<file path="config.mk">
export PLATFORM = sky130hd
export DESIGN_NAME = sync_fifo_flags_flat
export DESIGN_NICKNAME = d
export VERILOG_FILES = /design/src/rtl/sync_fifo_flags_if.sv /design/src/rtl/sync_fifo_flags.sv /design/src/flat_wrapper.sv
export SDC_FILE = /design/constraint.sdc
export NUM_CORES = 1
export LEC_CHECK = 0
export BUFFER_PORTS_ARGS = -buffer_cell sky130_fd_sc_hd__buf_2
export CELL_PAD_IN_SITES_DETAIL_PLACEMENT = 1
export CELL_PAD_IN_SITES_GLOBAL_PLACEMENT = 2
export CORE_MARGIN = 3
export CORE_UTILIZATION = 35
export DETAILED_ROUTE_END_ITERATION = 7
export PLACE_DENSITY = 0.71
export SLEW_MARGIN = 20
export SYNTH_ARGS = -nofsm -noshare
export SYNTH_HDL_FRONTEND = slang
export SYNTH_SLANG_ARGS = --single-unit
</file>
<file path="constraint.sdc">
create_clock -name clk -period 3.9 [get_ports clk]
set_input_delay 0.585 -clock clk [delete_from_list [all_inputs] [get_ports clk]]
set_output_delay 0.585 -clock clk [all_outputs]
set_load 0.02 [all_outputs]
</file>
<file path="src/rtl/sync_fifo_flags_if.sv">
// Producer/consumer bundle for sync_fifo_flags: write side, read side, flags and error pulses.
interface sync_fifo_flags_if #(
  parameter int unsigned WIDTH = 8,
  parameter int unsigned DEPTH = 16
);
  localparam int unsigned AW = $clog2(DEPTH);

  logic             w_en;
  logic [WIDTH-1:0] w_data;
  logic             full;
  logic             almost_full;
  logic             r_en;
  logic [WIDTH-1:0] r_data;
  logic             empty;
  logic             almost_empty;
  logic [AW:0]      count;
  logic             overflow;
  logic             underflow;

  modport master (
    output w_en, w_data, r_en,
    input  full, almost_full, r_data, empty, almost_empty, count, overflow, underflow
  );

  modport slave (
    input  w_en, w_data, r_en,
    output full, almost_full, r_data, empty, almost_empty, count, overflow, underflow
  );
endinterface

</file>
<file path="src/rtl/sync_fifo_flags.sv">
// Single-clock FIFO with full/empty, programmable almost flags, occupancy and error pulses.
// Define SYNC_FIFO_FWFT_EN for first-word-fall-through reads; default is a registered read.
module sync_fifo_flags #(
  parameter int unsigned WIDTH     = 8,
  parameter int unsigned DEPTH     = 16,
  parameter int unsigned AFULL_TH  = 12,
  parameter int unsigned AEMPTY_TH = 4
) (
  input  logic                 clk,
  input  logic                 rst,
  sync_fifo_flags_if.slave     bus
);
  localparam int unsigned AW = $clog2(DEPTH);
  localparam int unsigned CW = AW + 1;

  if (WIDTH < 1 || DEPTH < 4 || (DEPTH & (DEPTH - 1)) != 0 ||
      AFULL_TH < 1 || AFULL_TH > DEPTH || AEMPTY_TH > DEPTH - 1) begin : g_param_check
    $error("sync_fifo_flags: illegal parameter set");
  end

  logic [CW-1:0]    w_ptr;
  logic [CW-1:0]    r_ptr;
  logic [CW-1:0]    occ;
  logic [WIDTH-1:0] mem [DEPTH];
  logic             empty_i;
  logic             full_i;
  logic             wr_acc;
  logic             rd_acc;
  logic             ovf_q;
  logic             udf_q;

  // Flags decode from registered pointers only.
  assign empty_i = (w_ptr == r_ptr);
  assign full_i  = (w_ptr[AW] != r_ptr[AW]) && (w_ptr[AW-1:0] == r_ptr[AW-1:0]);
  assign occ     = w_ptr - r_ptr;

  assign wr_acc  = bus.w_en && !full_i;
  assign rd_acc  = bus.r_en && !empty_i;

  assign bus.empty        = empty_i;
  assign bus.full         = full_i;
  assign bus.count        = occ;
  assign bus.almost_full  = (occ >= CW'(AFULL_TH));
  assign bus.almost_empty = (occ <= CW'(AEMPTY_TH));
  assign bus.overflow     = ovf_q;
  assign bus.underflow    = udf_q;

  always_ff @(posedge clk or posedge rst) begin
    if (rst) begin
      w_ptr <= '0;
      r_ptr <= '0;
      ovf_q <= 1'b0;
      udf_q <= 1'b0;
    end else begin
      if (wr_acc) w_ptr <= w_ptr + CW'(1);
      if (rd_acc) r_ptr <= r_ptr + CW'(1);
      ovf_q <= bus.w_en && full_i;
      udf_q <= bus.r_en && empty_i;
    end
  end

  // Storage is not reset; pointer reset discards its contents logically.
  always_ff @(posedge clk) begin
    if (wr_acc) mem[w_ptr[AW-1:0]] <= bus.w_data;
  end

`ifdef SYNC_FIFO_FWFT_EN
  assign bus.r_data = mem[r_ptr[AW-1:0]];
`else
  logic [WIDTH-1:0] r_data_q;

  always_ff @(posedge clk or posedge rst) begin
    if (rst)         r_data_q <= '0;
    else if (rd_acc) r_data_q <= mem[r_ptr[AW-1:0]];
  end

  assign bus.r_data = r_data_q;
`endif

endmodule

</file>
<file path="src/flat_wrapper.sv">
// flat-port wrapper written by rule: the top's interface ports become plain ports
module sync_fifo_flags_flat 
#(
  parameter int unsigned WIDTH     = 8,
  parameter int unsigned DEPTH     = 16,
  parameter int unsigned AFULL_TH  = 12,
  parameter int unsigned AEMPTY_TH = 4
)
  (clk, rst, bus_w_en, bus_w_data, bus_r_en, bus_full, bus_almost_full, bus_r_data, bus_empty, bus_almost_empty, bus_count, bus_overflow, bus_underflow);
  sync_fifo_flags_if #(.WIDTH(WIDTH), .DEPTH(DEPTH)) bus_i ();
  input  logic clk;
  input  logic rst;
  input wire logic [$bits(bus_i.w_en)-1:0] bus_w_en;
  input wire logic [$bits(bus_i.w_data)-1:0] bus_w_data;
  input wire logic [$bits(bus_i.r_en)-1:0] bus_r_en;
  output wire logic [$bits(bus_i.full)-1:0] bus_full;
  output wire logic [$bits(bus_i.almost_full)-1:0] bus_almost_full;
  output wire logic [$bits(bus_i.r_data)-1:0] bus_r_data;
  output wire logic [$bits(bus_i.empty)-1:0] bus_empty;
  output wire logic [$bits(bus_i.almost_empty)-1:0] bus_almost_empty;
  output wire logic [$bits(bus_i.count)-1:0] bus_count;
  output wire logic [$bits(bus_i.overflow)-1:0] bus_overflow;
  output wire logic [$bits(bus_i.underflow)-1:0] bus_underflow;
  assign bus_i.w_en = bus_w_en;
  assign bus_i.w_data = bus_w_data;
  assign bus_i.r_en = bus_r_en;
  assign bus_full = bus_i.full;
  assign bus_almost_full = bus_i.almost_full;
  assign bus_r_data = bus_i.r_data;
  assign bus_empty = bus_i.empty;
  assign bus_almost_empty = bus_i.almost_empty;
  assign bus_count = bus_i.count;
  assign bus_overflow = bus_i.overflow;
  assign bus_underflow = bus_i.underflow;
  sync_fifo_flags #(.WIDTH(WIDTH), .DEPTH(DEPTH), .AFULL_TH(AFULL_TH), .AEMPTY_TH(AEMPTY_TH)) u_core (.clk(clk), .rst(rst), .bus(bus_i));
endmodule
</file>
==> impl_metrics.csv, run 1 <==
group,metric,value,unit
worst_setup_path,crit_path_start,"u_core.r_ptr[0]",
die,dieArea,0.0189,sq mm
cts,clock_path_buffers,2,
worst_setup_path,cp_cell_sequence,"ha_1 > fa_1 > nor2b_1 > o21ai_0 > a21o_1 > a221oi_1 > buf_2",
die,rows,47,
run_status,status,"complete, no violations",
global_route,antenna_found_initial,0,
synthesis,async_reset_ff_frac,0.135,
die,die_w,137,um
detailed_routing,viasPerCell,5.09,
cts,cts_resized,0,
sta,setup_viol,0,
cts,worstSkewPairLatency,420,ps
global_route,grt_usage,0.154,
detailed_routing,num_vias,3032,
placement,dpl_cell_area,0.00644,sq mm
final_layout,fin_util,0.423,
sta,rsz0062_at_grt,"no",
sta,slew_viol_final,0,
worst_setup_path,critPathKind,"reg -> out",
cts,cts_buffers,17,
worst_setup_path,reg2reg_slack,1030,ps
cts,post-cts-setup-buffers,0,
power,power.density,815,mW/mm^2
sta,max_freq,308,MHz
sta,finalCritPeriodShare,0.833,
worst_setup_path,r2r-start,"u_core.r_ptr[0]",
worst_setup_path,worstPathArrival,2660,ps
cts,cts_tree,"done",
sta,fin_skew,7.58,ps
final_layout,drive_gt1_frac,0.282,
global_route,grt_pass1_vias,3289,
worst_setup_path,worstPathMaxFanout,13,
cts,cts_sinks,148,
placement,dp_hpwl,8.69,mm
worst_setup_path,reg2reg_depth,5,
worst_setup_path,end_kind,"primary output",
power,ir_drop,0.606,mV
sta,maxSlewHeadroom,0.373,
job,max_cap_viol_count,0,
synthesis,synth-main-ff-cell,"edfxtp_1",
placement,portBuffers,30,
detailed_routing,antenna_left,0,
worst_hold_path,hp-class,"in -> async",
sta,worst_slew_pin_slew,937,ps
sta,tns,0,ps
worst_setup_path,endpoint,"bus_almost_empty",
detailed_routing,wl_per_cell,22.4,um
power,p_leak,2.45,nW
global_route,grt_pass1_wl,20.3,mm
synthesis,yosysWarningCount,0,
worst_setup_path,start_kind,"flip-flop",
worst_setup_path,cp_data_required_time,3310,ps
synthesis,synth_edf_count,128,
cts,htree_num_levels,4,
worst_setup_path,r2r-end,"u_core.mem[10][5]",
synthesis,synth.net_count,340,
die,ios,31,
detailed_routing,drt_pass1_iterations,4,
cts,postCtsHoldBufs,0,
synthesis,ys_ff_latch,148,
detailed_routing,drc_errors,0,
worst_setup_path,cp_slowest_stage_delay,550,ps
synthesis,synth-seq-area-share,0.720,
worst_setup_path,cpMaxStageDelayCell,"dfrtp_1",
sta,hold_violations,0,
synthesis,avgSynthCellArea,19.0,sq um
cts,clk_pin_slew,60,ps
cts,clockRootBuffer,"clkbuf_16",
final_layout,area_delta_synth_final,17.1,%
detailed_routing,drt-initial-drc-count,250,
final_layout,postLayoutCellArea,0.00707,sq mm
placement,place_congestion,0.735,
final_layout,nNetsFinal,385,
global_route,grt_max_degree,36,
sta,fin_crit,3250,ps
synthesis,synthCells,318,
synthesis,syn-cell-area,0.00603,sq mm
final_layout,n_antenna_cell,0,
global_route,grt_overflow,0,
detailed_routing,routed_wl,13.3,mm
die,die_height,137,um
synthesis,synth.distinct_cells,38,
die,core,0.0167,sq mm
die,start_util,0.361,
-- flip-flops by register name, indices dropped and copies added, names as in the netlist --
signal	count
u_core.bus.r_data	8
u_core.w_ptr	5
u_core.bus.underflow	1
u_core.mem	128
u_core.r_ptr	5
u_core.bus.overflow	1
-- worst max-delay path: cells and delay by family (launching register included) --
kind,cells,cell delay (ps)
fa+ha+maj,2,730
compound gates,3,610
flops,1,550
buf+inv,1,220
simple gates,1,140
-- per-layer routing --
layer / vias to the layer above / track usage / routed length (um)
met1: 1585 / 0.189 / 5690
met4: 0 / 0.0710 / 351
met2: 63 / 0.260 / 6800
met3: 20 / 0.0325 / 475
li1: 1364 / - / -
met5: - / 0 / 0
-- where the power goes --
group,leakage [nW],internal [mW],switching [mW],total [mW]
Clock,0.306,1.09,0.590,1.68
Combinational,0.752,0.824,1.14,1.97
Sequential,1.39,1.96,0.148,2.11
-- synthesized netlist by cell type, types with 2 or more instances --
master	instances	area, sq um
buf_2	5	25.0
mux4_2	24	541
nand2b_1	2	12.5
dfrtp_1	20	500
nor3_1	4	20.0
nand2_1	8	30.0
edfxtp_1	128	3840
a21oi_1	9	45.0
mux2_2	8	90.1
nor2_1	12	45.0
clkbuf_1	4	15.0
a211oi_1	8	60.1
o21a_1	2	15.0
nand4_1	5	31.3
xnor2_1	7	61.3
and2_1	12	75.1
buf_4	3	22.5
o22ai_1	7	43.8
ha_1	9	113
o21ai_0	4	20.0
inv_1	10	37.5
nor2b_1	2	12.5
mux4_1	8	210
xor2_1	3	26.3
-- through the flow --
stage | power, mW | hold WS, ps | worst slack [ps] | cells
finish | 5.76 | 318 | 651 | 596
global route | 6.09 | 400 | 409 | 596
CTS | 5.84 | 336 | 604 | 596
detailed placement | 4.14 | 484 | 1000 | 564
global placement | 4.10 | 479 | 1100 | 564
floorplan | 3.56 | 465 | 823 | 318
-- worst min-delay path by stage --
stage | endpoint | slack (ps)
floorplan | u_core.r_ptr[4] | 460
global placement | u_core.w_ptr[4] | 480
detailed placement | u_core.w_ptr[4] | 480
CTS | u_core.w_ptr[2] | 340
global route | u_core.bus.r_data[0] | 400
finish | u_core.bus.r_data[0] | 320
-- cell type report --
class / instances / area (sq um)
clock buffers: 24 / 502
repair buffers: 40 / 225
flip-flops and latches: 148 / 4350
inverters: 11 / 41.3
well taps: 220 / 275
clock inverters: 8 / 121
multi-input cells: 145 / 1560
fillers: 1632 / 9640
-- logic make-up after synthesis --
family,Yosys count,synth area share
AND/OR/NAND/NOR,49,0.0419
AO/OA/AOI/OAI,36,0.0400
XOR/XNOR,10,0.0145
flip-flops,148,0.720
adder cells (fa/ha/maj),10,0.0220
multiplexers,40,0.139
buffers and inverters,25,0.0224
-- cell usage in the layout (no fill, tap or decap), types with 7 or more instances in the layout --
cell type and count:
dfrtp_1 19, and2_1 12, ha_1 9, a21oi_1 9, mux4_2 24, nand2_1 8
a211oi_1 8, edfxtp_1 128, inv_1 10, buf_2 30, nor2_1 12, mux4_1 8
o22ai_1 7, xnor2_1 7, mux2_2 8, clkbuf_16 17, buf_4 10
Power figures use the tool's default switching activity.
==> run 2: changes to the inputs <==
--- a/config.mk
+++ b/config.mk
@@ -11,7 +11,7 @@
 export CORE_MARGIN = 3
 export CORE_UTILIZATION = 35
 export DETAILED_ROUTE_END_ITERATION = 7
-export PLACE_DENSITY = 0.71
+export PLACE_DENSITY = 0.73
 export SLEW_MARGIN = 20
 export SYNTH_ARGS = -nofsm -noshare
 export SYNTH_HDL_FRONTEND = slang
==> constraint.sdc (replaced) <==
create_clock -name clk -period 2.9 [get_ports clk]
set_input_delay 0.435 -clock clk [delete_from_list [all_inputs] [get_ports clk]]
set_output_delay 0.435 -clock clk [all_outputs]
set_load 0.02 [all_outputs]
==> impl_metrics.csv, run 2 (same netlist as run 1, synthesis figures left out) <==
group,metric,value,unit
run_status,status,"complete, no violations",
global_route,grt_overflow,0,
die,dieArea,0.0189,sq mm
global_route,grt_pass1_wl,20.5,mm
detailed_routing,drt_pass1_iterations,5,
job,max_cap_viol_count,0,
worst_hold_path,hp-class,"in -> async",
detailed_routing,viasPerCell,5.08,
power,comb_power_share,0.352,
detailed_routing,drt-initial-drc-count,267,
cts,worstSkewPairLatency,420,ps
global_route,antenna_found_initial,0,
die,start_util,0.361,
global_route,grt_usage,0.153,
cts,cts_buffers,17,
power,power.density,1100,mW/mm^2
cts,clk_pin_slew,70,ps
sta,tns,0,ps
final_layout,fill_cells,1630,
final_layout,mostFrequentLayoutCells,"edfxtp_1, buf_2, mux4_2, buf_4",
detailed_routing,drc_errors,0,
die,ios,31,
detailed_routing,wl_per_cell,21.7,um
die,core,0.0167,sq mm
power,total_power,7.94,mW
cts,cts_sinks,148,
global_route,grt_pass1_vias,3445,
sta,finalCritPeriodShare,0.961,
final_layout,largest_register_ff_count,128,
final_layout,final_common_cell,"edfxtp_1",
sta,slew_viol_final,0,
die,rows,47,
worst_setup_path,start_kind,"flip-flop",
cts,clock_path_buffers,2,
final_layout,area_delta_synth_final,19.2,%
die,die_w,137,um
sta,setup_viol,0,
worst_setup_path,worstPathMaxFanout,3,
sta,hold_violations,0,
sta,maxSlewHeadroom,0.423,
sta,rsz0062_at_grt,"no",
placement,dpl_cell_area,0.00654,sq mm
detailed_routing,num_vias,3095,
worst_setup_path,worstPathArrival,2350,ps
final_layout,drive_gt1_frac,0.319,
final_layout,postLayoutCellArea,0.00719,sq mm
placement,dp_hpwl,8.34,mm
power,ir_drop,0.599,mV
cts,clockRootBuffer,"clkbuf_16",
power,p_leak,2.51,nW
sta,fin_crit,2790,ps
die,die_height,137,um
detailed_routing,antenna_left,0,
worst_setup_path,cp_data_required_time,2470,ps
power,p_switching,2.65,mW
final_layout,n_antenna_cell,0,
placement,place_congestion,0.750,
sta,fin_skew,8.21,ps
sta,worst_slew_pin_slew,864,ps
placement,portBuffers,30,
power,swShare,0.333,
power,p_seq_frac,0.353,
final_layout,seqCellArea,0.00435,sq mm
final_layout,multi_input_area,0.00156,sq mm
detailed_routing,routed_wl,13.2,mm
final_layout,nNetsFinal,398,
cts,cts_tree,"done",
sta,max_freq,359,MHz
worst_setup_path,end_kind,"primary output",
final_layout,fin_util,0.431,
cts,htree_num_levels,4,
power,intPower,5.30,mW
global_route,grt_max_degree,36,
worst_setup_path,critPathKind,"reg -> out",
power,clkPwrFrac,0.295,
==> run 2: cell types whose count changed in the layout (fill, tap and decap cells not counted), moves of 2 or more <==
cell	before	now
dfrtp_2	1	3
clkbuf_1	2	0
buf_4	10	24
inv_6	0	4
dfrtp_1	19	17
clkinv_2	3	0
clkinvlp_4	1	3
clkbuf_8	5	1
==> run 2: power groups by stage <==
stage / sequential, mW / clock [mW] / combinational, mW
3_3_place_gp: 2.83 / 0 / 2.72
5_1_grt: 2.85 / 2.49 / 3.06
3_5_place_dp: 2.85 / 0 / 2.79
6_report: 2.81 / 2.34 / 2.79
4_1_cts: 2.81 / 2.40 / 2.84
2_1_floorplan: 2.85 / 0 / 1.96
==> run 2: worst paths after layout <==
kind	from	end	slack, ps	depth (start not counted)
max reg2reg	u_core.r_ptr[3]	u_core.mem[15][3]	440	6
min reg2reg	u_core.r_ptr[4]	u_core.r_ptr[4]	500	1
min	rst	u_core.bus.r_data[6]	190	2
min in group clk	bus_r_en	u_core.bus.underflow	270	2
max in group asynchronous	rst	u_core.r_ptr[1]	2110	2
max	u_core.r_ptr[1]	bus_almost_empty	110	7
==> run 2: what timing repair did <==
item | 4_1_cts | 5_1_grt
setup endpoints to repair | 1 | 2
buffers inserted | 1 | 0
hold buffers | 0 | 0
pin swaps | 0 | 1
resized for setup | 1 | 4
==> run 2: cell type report <==
cell class	count	area share
clock inverters	14	0.0277
inverters	11	0.00574
repair buffers	53	0.0452
flip-flops and latches	148	0.605
multi-input cells	145	0.217
well taps	220	0.0383
clock buffers	18	0.0611
==> run 2: through the flow <==
stage               hold slack [ps]  setup slack, ps  std cells
global placement                483              524        576
floorplan                       399            0.479        318
detailed placement              486              401        576
global route                    256             3.55        609
finish                          188              114        609
CTS                             212             53.8        609
==> run 2: routing by layer <==
metal | global-route usage | up-vias | share of wire
met2 | 0.260 | 66 | 0.51
li1 | - | 1388 | -
met4 | 0.0582 | 0 | 0.017
met1 | 0.194 | 1626 | 0.43
met5 | 0 | - | 0
met3 | 0.0292 | 15 | 0.035
==> run 2: critical path, cell delays in order (launching register included) <==
cell,delay [ps]
dfrtp_2,410
inv_2,50
ha_1,320
nor2b_1,150
o21a_1,180
or3_1,370
a221oi_2,300
buf_4,180
==> run 3: changes to the inputs <==
==> constraint.sdc (replaced) <==
create_clock -name clk -period 2.9 [get_ports clk]
set_input_delay 0 -clock clk [delete_from_list [all_inputs] [get_ports clk]]
set_output_delay 0 -clock clk [all_outputs]
set_load 0.02 [all_outputs]
==> impl_metrics.csv, run 3 (same netlist as run 1, synthesis figures left out) <==
group,metric,value,unit
cts,cts_buffers,17,
sta,finalCritPeriodShare,0.914,
sta,hold_ws,13.7,ps
detailed_routing,wl_per_cell,21.7,um
die,dieArea,0.0189,sq mm
global_route,grt_pass1_wl,20.5,mm
sta,rsz0062_at_grt,"no",
cts,worstSkewPairLatency,410,ps
placement,dp_hpwl,8.63,mm
die,die_w,137,um
final_layout,final_common_cell,"edfxtp_1",
global_route,grt_max_degree,36,
die,die_height,137,um
final_layout,mostFrequentLayoutCells,"edfxtp_1, buf_2, mux4_2",
sta,slew_viol_final,0,
detailed_routing,viasPerCell,5.08,
cts,clock_path_buffers,2,
die,core,0.0167,sq mm
final_layout,multi_input_area,0.00156,sq mm
cts,cts_tree,"done",
worst_setup_path,cp_data_required_time,2900,ps
sta,fin_skew,5.41,ps
sta,fin_crit,2650,ps
sta,maxSlewHeadroom,0.440,
final_layout,fill_cells,1650,
final_layout,largest_register_ff_count,128,
sta,setup_viol,0,
worst_hold_path,hp-class,"in -> reg",
job,max_cap_viol_count,0,
final_layout,area_delta_synth_final,18.0,%
power,swShare,0.339,
final_layout,n_antenna_cell,0,
power,comb_power_share,0.359,
power,clkPwrFrac,0.267,
power,p_leak,2.49,nW
power,p_switching,2.56,mW
die,ios,31,
final_layout,seqCellArea,0.00435,sq mm
detailed_routing,num_vias,3109,
run_status,status,"complete, no violations",
die,start_util,0.361,
cts,clk_pin_slew,60,ps
cts,cts_resized,0,
global_route,antenna_found_initial,0,
global_route,grt_pass1_vias,3354,
sta,max_freq,377,MHz
cts,htree_num_levels,4,
global_route,grt_usage,0.153,
sta,tns,0,ps
power,p_seq_frac,0.375,
worst_setup_path,end_kind,"primary output",
placement,portBuffers,30,
worst_setup_path,worstPathArrival,2650,ps
placement,place_congestion,0.769,
detailed_routing,drt_pass1_iterations,5,
detailed_routing,drc_errors,0,
power,ir_drop,0.636,mV
sta,hold_violations,0,
worst_setup_path,start_kind,"flip-flop",
power,power.density,1060,mW/mm^2
worst_setup_path,critPathKind,"reg -> out",
final_layout,drive_gt1_frac,0.296,
power,intPower,4.99,mW
final_layout,nNetsFinal,401,
detailed_routing,antenna_left,0,
detailed_routing,drt-initial-drc-count,232,
sta,worst_slew_pin_slew,839,ps
die,rows,47,
cts,clockRootBuffer,"clkbuf_16",
cts,cts_sinks,148,
detailed_routing,routed_wl,13.3,mm
global_route,grt_overflow,0,
worst_setup_path,worstPathMaxFanout,13,
## run 3: cell count changes in the layout (fill, tap and decap cells not counted), moves of 2 or more
cell / change
dfrtp_1: +2
clkinv_2: +6
bufinv_16: -3
clkinv_4: -2
buf_4: -3
dfrtp_2: -2
dlygate4sd3_1: +5
inv_6: -4
clkbuf_1: +2
## run 3: final cells by class
class                   count  share of cell area
flip-flops and latches    148               0.610
well taps                 220              0.0387
clock inverters            11              0.0121
multi-input cells         145               0.218
clock buffers              21              0.0647
inverters                  11             0.00580
repair buffers             56              0.0502
## run 3: timing repair
action	4_1_cts	5_1_grt
hold buffers	5	0
buffers inserted	0	0
endpoints found under the hold margin	37	0
setup endpoints to repair	0	0
## run 3: worst paths after layout
| check | from | endpoint | slack (ps) | depth (start not counted) |
|---|---|---|---|---|
| worst min register to register | u_core.r_ptr[4] | u_core.r_ptr[4] | 500 | 1 |
| worst min-delay path | bus_w_data[4] | u_core.mem[7][4] | 10 | 1 |
| min in group asynchronous | rst | u_core.bus.r_data[0] | 300 | 3 |
| worst max register to register | u_core.r_ptr[0] | u_core.mem[3][0] | 500 | 7 |
| max in group asynchronous | rst | u_core.r_ptr[2] | 2020 | 3 |
| worst max-delay path | u_core.r_ptr[0] | bus_almost_empty | 250 | 7 |
## run 3: through the flow
stage | cell area, sq um | total power, mW | util | worst slack [ps] | cells
2_1_floorplan | 6030 | 4.79 | - | 0.479 | 318
3_3_place_gp | 6530 | 5.56 | 0.391 | 582 | 575
3_5_place_dp | 6530 | 5.63 | 0.391 | 506 | 575
4_1_cts | 7120 | 7.68 | 0.426 | 246 | 612
5_1_grt | 7120 | 8.00 | 0.426 | 87.9 | 612
6_report | 7120 | 7.55 | 0.426 | 250 | 612
## run 3: critical path: stages, from the launching register on
cell	delay, ps
dfrtp_1	550
ha_1	320
fa_1	400
nor2b_1	120
o21ai_0	130
a21o_1	240
a221oi_1	260
buf_2	220
## run 3: power by group through the flow
| stage | registers (mW) | logic, mW | clock network [mW] |
|---|---|---|---|
| 2_1_floorplan | 2.85 | 1.94 | 0 |
| 3_3_place_gp | 2.85 | 2.71 | 0 |
| 3_5_place_dp | 2.87 | 2.76 | 0 |
| 4_1_cts | 2.83 | 2.78 | 2.06 |
| 5_1_grt | 2.87 | 2.97 | 2.16 |
| 6_report | 2.83 | 2.71 | 2.01 |
## run 3: per-layer routing
| metal | GRT usage | vias up | share of wire |
|---|---|---|---|
| li1 | - | 1395 | - |
| met1 | 0.206 | 1639 | 0.47 |
| met2 | 0.248 | 63 | 0.49 |
| met3 | 0.0332 | 12 | 0.030 |
| met4 | 0.0532 | 0 | 0.013 |
| met5 | 0 | - | 0 |
